[config.mk]
export PLATFORM = sky130hd
export DESIGN_NAME = pulse_period_meter
export DESIGN_NICKNAME = d
export VERILOG_FILES = /design/src/rtl/pulse_period_meter.sv
export SDC_FILE = /design/constraint.sdc
export NUM_CORES = 1
export LEC_CHECK = 0
export BUFFER_PORTS_ARGS = -buffer_cell sky130_fd_sc_hd__buf_2
export CAP_MARGIN = 10
export CORE_MARGIN = 1
export CORE_UTILIZATION = 25
export CTS_CLUSTER_SIZE = 8
export DETAILED_ROUTE_END_ITERATION = 16
export PLACE_DENSITY = 0.5
export SLEW_MARGIN = 10
export SYNTH_ARGS = -nofsm -noshare
export SYNTH_HDL_FRONTEND = slang
export SYNTH_SLANG_ARGS = --single-unit
[constraint.sdc]
create_clock -name clock -period 4 [get_ports clock]
set_clock_uncertainty 0.2 [all_clocks]
set_input_delay 0.8 -clock clock [delete_from_list [all_inputs] [get_ports clock]]
set_output_delay 0.8 -clock clock [all_outputs]
set_load 0.005 [all_outputs]
[src/rtl/pulse_period_meter.sv]
// Measures the cycle count between successive rising edges of pulse_in.
// Optional running min/max tracking is enabled with PULSE_PERIOD_METER_MINMAX_EN.
module pulse_period_meter #(
  parameter int WIDTH = 26
) (
  input  logic             clock,
  input  logic             reset,
  input  logic             enable,
  input  logic             pulse_in,
  output logic [WIDTH-1:0] period_out,
  output logic             period_valid,
  output logic             overflow,
  output logic             busy
`ifdef PULSE_PERIOD_METER_MINMAX_EN
  ,
  input  logic             clear_minmax,
  output logic [WIDTH-1:0] min_period,
  output logic [WIDTH-1:0] max_period
`endif
);

  typedef enum logic [1:0] {IDLE, WAIT_FIRST, MEASURE} state_t;

  localparam logic [WIDTH-1:0] CNT_MAX = '1;
  localparam logic [WIDTH-1:0] CNT_ONE = {{(WIDTH-1){1'b0}}, 1'b1};

  state_t           state_q, state_d;
  logic [WIDTH-1:0] count_q, count_d;
  logic [WIDTH-1:0] period_q, period_d;
  logic             valid_q, valid_d;
  logic             ovf_q, ovf_d;
  logic             pulse_q, pulse_d;
  logic             pulse_edge;

  assign pulse_edge = pulse_in & ~pulse_q;

  always_comb begin
    state_d  = state_q;
    count_d  = count_q;
    period_d = period_q;
    valid_d  = 1'b0;
    ovf_d    = ovf_q;
    pulse_d  = pulse_in;
    if (!enable) begin
      // Disabling discards any capture that would have happened this cycle.
      state_d = IDLE;
      count_d = '0;
    end else begin
      case (state_q)
        IDLE: begin
          count_d = '0;
          state_d = WAIT_FIRST;
        end
        WAIT_FIRST: begin
          if (pulse_edge) begin
            count_d = CNT_ONE;
            state_d = MEASURE;
          end
        end
        MEASURE: begin
          // An edge at the terminal count still wins over overflow.
          if (pulse_edge) begin
            period_d = count_q;
            valid_d  = 1'b1;
            ovf_d    = 1'b0;
            count_d  = CNT_ONE;
          end else if (count_q == CNT_MAX) begin
            ovf_d   = 1'b1;
            count_d = '0;
            state_d = WAIT_FIRST;
          end else begin
            count_d = count_q + CNT_ONE;
          end
        end
        default: begin
          state_d = IDLE;
          count_d = '0;
        end
      endcase
    end
  end

  always_ff @(posedge clock) begin
    if (reset) begin
      state_q  <= IDLE;
      count_q  <= '0;
      period_q <= '0;
      valid_q  <= 1'b0;
      ovf_q    <= 1'b0;
      pulse_q  <= 1'b1;
    end else begin
      state_q  <= state_d;
      count_q  <= count_d;
      period_q <= period_d;
      valid_q  <= valid_d;
      ovf_q    <= ovf_d;
      pulse_q  <= pulse_d;
    end
  end

  assign period_out   = period_q;
  assign period_valid = valid_q;
  assign overflow     = ovf_q;
  assign busy         = (state_q != IDLE);

`ifdef PULSE_PERIOD_METER_MINMAX_EN
  logic [WIDTH-1:0] min_q, min_d, max_q, max_d;

  // valid_d marks a capture this cycle, so count_q is the new period.
  always_comb begin
    min_d = min_q;
    max_d = max_q;
    if (clear_minmax) begin
      min_d = '1;
      max_d = '0;
    end else if (valid_d) begin
      if (count_q < min_q) min_d = count_q;
      if (count_q > max_q) max_d = count_q;
    end
  end

  always_ff @(posedge clock) begin
    if (reset) begin
      min_q <= '1;
      max_q <= '0;
    end else begin
      min_q <= min_d;
      max_q <= max_d;
    end
  end

  assign min_period = min_q;
  assign max_period = max_q;
`endif

endmodule

==> flow_metrics.env <==
export IMPL_drive_gt1_share_pct=16.18
export IMPL_timing_fmax_mhz=412.7
export IMPL_dpl_hpwl_um=4132
export IMPL_area_growth_syn_to_layout_pct=18.08
export IMPL_hold_violations=0
export IMPL_status="complete, no violations"
export IMPL_critPathTopFamily="simple AND/OR/NAND/NOR gates"
export IMPL_cts_resized=0
export IMPL_rows=36
export IMPL_holdBufCountCts=0
export IMPL_synth_nets=315
export IMPL_gp_congestion=0.7950
export IMPL_grtUsageTotal_pct=12.15
export IMPL_drv_slew=0
export IMPL_antenna_found_initial=0
export IMPL_avgSynthCellArea_um2=8.321
export IMPL_final_cell_mix="nand2_1 (73), dfxtp_1 (57), a21oi_1 (37)"
export IMPL_critPathKind="primary input to flop"
export IMPL_diodes=0
export IMPL_cts_buffer_depth=2
export IMPL_power_mw=1.196
export IMPL_grt_pass1_wl_um=9763
export IMPL_syn_cell_area_mm2=0.002546
export IMPL_io_buffer_count=32
export IMPL_gr_total_overflow=0
export IMPL_syn_inst=306
export IMPL_rsz0062_at_grt="false"
export IMPL_ios=33
export IMPL_seq_area_frac_synth_pct=44.82
export IMPL_antenna_left=0
export IMPL_critPathRequiredTime_ps=3990
export IMPL_p_leak_nw=1.084
export IMPL_htreeDepth=3
export IMPL_postCtsSetupBuffers=0
export IMPL_die_area_mm2=0.01059
export IMPL_period_share_pct=60.58
export IMPL_ys_warn_count=0
export IMPL_clk_latency_ps=340
export IMPL_powerDensity_mw_per_mm2=397.9
export IMPL_ys_ff_latch=57
export IMPL_vias=2148
export IMPL_fin_setup_tns_ps=0
export IMPL_grt_start_max_net_pins=32
export IMPL_viasPerCell=4.541
export IMPL_first_iter_violations=120
export IMPL_clkSinkCount=57
export IMPL_path_buf_inv=1
export IMPL_worst_pin_slew_ps=1111
export IMPL_period_minus_slack_ps=2423
export IMPL_worstHoldPathType="flop to flop"
export IMPL_irDropWorstVdd_v=0.0001794
export IMPL_nNetsFinal=344
export IMPL_crit_chain="buf_2 -> nor2b_1 -> nand3_1 -> nand2_1 -> a21oi_1"
export IMPL_cts_root_buffer="clkbuf_8"
export IMPL_die_w_um=102.9
export IMPL_core_mm2=0.009819
export IMPL_grt_pass1_vias=2001
export IMPL_cts_made_buffers=9
export IMPL_first_pass_iters=4
export IMPL_ys_types=43
export IMPL_drc=0
export IMPL_die_h_um=102.9
export IMPL_final_common_cell="nand2_1"
export IMPL_critPathMaxFanout=27
export IMPL_crit_path_end_kind="flop"
export IMPL_arrival_ps=2420
export IMPL_wl_per_cell_um=12.39
export IMPL_critPathLaunchType="primary input"
export IMPL_maxSlewHeadroom_pct=25.74
export IMPL_cap_violations=0
export IMPL_cts_tree="built"
export IMPL_start_util_pct=25.93
export IMPL_crit_slowest_cell="nand3_1"
export IMPL_crit_path_max_incr_delay_ps=840
export IMPL_finalSetupViolCount=0
export IMPL_drt_total_wl_um=5861
export IMPL_path_clk_slew_ps=60
==> area by class of cell <==
cell class              count  area (um2)
clock buffers              11       141.4
clock inverters             5       78.83
fillers                  1094        6813
inverters                   6       22.52
multi-input cells         228        1289
flip-flops and latches     57        1141
well taps                 133       166.4
repair buffers             33       167.7
==> state kept, by name (all words and copies together), names as in the netlist <==
name and count:
count_q 26, period_out 26, period_valid 1, pulse_q 1, state_q 2, overflow 1
==> final timing paths <==
kind	end	start	slack, ps	depth (start not counted)
setup reg to reg	count_q[20]$_SDFFE_PP0P_	count_q[9]$_SDFFE_PP0P_	1630	6
setup / recovery	period_out[13]$_SDFFE_PP0P_	pulse_in	1580	5
hold / removal	period_out[22]$_SDFFE_PP0P_	period_out[22]$_SDFFE_PP0P_	250	2
hold reg to reg	period_out[22]$_SDFFE_PP0P_	period_out[22]$_SDFFE_PP0P_	250	2
==> report_power, final <==
group | internal [mW] | total (mW) | switching, mW
sequential | 0.569 | 0.570 | 0.00104
clock | 0.367 | 0.599 | 0.233
combinational | 0.00776 | 0.0272 | 0.0194
==> routing by layer <==
| metal | global-route usage, % | up-vias | part of all wire [%] |
|---|---|---|---|
| met4 | 5.092 | 0 | 2.1 |
| met3 | 4.203 | 11 | 5.8 |
| li1 | - | 1104 | - |
| met1 | 16.65 | 979 | 51 |
| met5 | 0 | - | 0 |
| met2 | 17.23 | 54 | 41 |
==> cell families (layout without fill, tap and decap cells) <==
family	count (synthesis)	in the layout	share of synthesized area, %
AOI/OAI and AO/OA	54	54	12.92
xor gates and xnor gates	19	19	6.536
adders and majority gates	5	5	2.457
buffers and inverters	21	55	4.570
DFF	57	57	44.82
and+or+nand+nor	150	150	28.70
==> worst reg2reg max path: stages, from the launching register on <==
cell and delay (ps):
dfxtp_1 480, nand4_1 330, nor3_4 450, a21oi_1 270, o21ai_1 180, buf_4 250
nor2_1 90
==> Yosys cell counts <==
master / number / area, um2
nand2_1: 73 / 274.0
dfxtp_1: 57 / 1141
a21oi_1: 37 / 185.2
nor2_1: 27 / 101.4
nand3_1: 11 / 55.05
nand4_1: 10 / 62.56
xor2_1: 10 / 87.58
xnor2_1: 9 / 78.83
clkbuf_1: 8 / 30.03
inv_1: 6 / 22.52
ha_1: 5 / 62.56
nor3_1: 5 / 25.02
and3_1: 4 / 25.02
and4_1: 4 / 35.03
o21ai_0: 4 / 20.02
a41oi_1: 3 / 26.28
a31oi_1: 2 / 12.51
buf_2: 2 / 10.01
buf_6: 2 / 22.52
clkbuf_8: 2 / 27.53
nor2b_1: 2 / 12.51
o211ai_1: 2 / 15.01
a2111o_1: 1 / 11.26
a2111oi_4: 1 / 27.53
a211oi_1: 1 / 7.510
a221oi_1: 1 / 8.760
and2_1: 1 / 6.260
and4_2: 1 / 10.01
and4bb_4: 1 / 16.27
buf_1: 1 / 3.750
nand2b_1: 1 / 6.260
nand4_2: 1 / 12.51
nand4_4: 1 / 21.27
nand4b_1: 1 / 8.760
nor3_4: 1 / 16.27
nor3b_1: 1 / 7.510
nor4_1: 1 / 6.260
o211a_1: 1 / 10.01
o21ai_1: 1 / 5.000
or2_2: 1 / 6.260
or2b_1: 1 / 7.510
or3_1: 1 / 6.260
or3b_1: 1 / 8.760
==> stage by stage <==
step	cells	util [%]	area (um2)	hold WS [ps]	worst slack (ps)
final	473	30.62	3007	248.5	1577
after floorplan	306	-	2546	231.9	1754
after global routing	473	30.62	3007	268.9	1332
after detailed placement	457	28.38	2786	243.4	1156
after CTS	473	30.62	3007	252.3	1505
after global placement	457	28.38	2786	244.2	1166
Power figures use the tool's default switching activity.
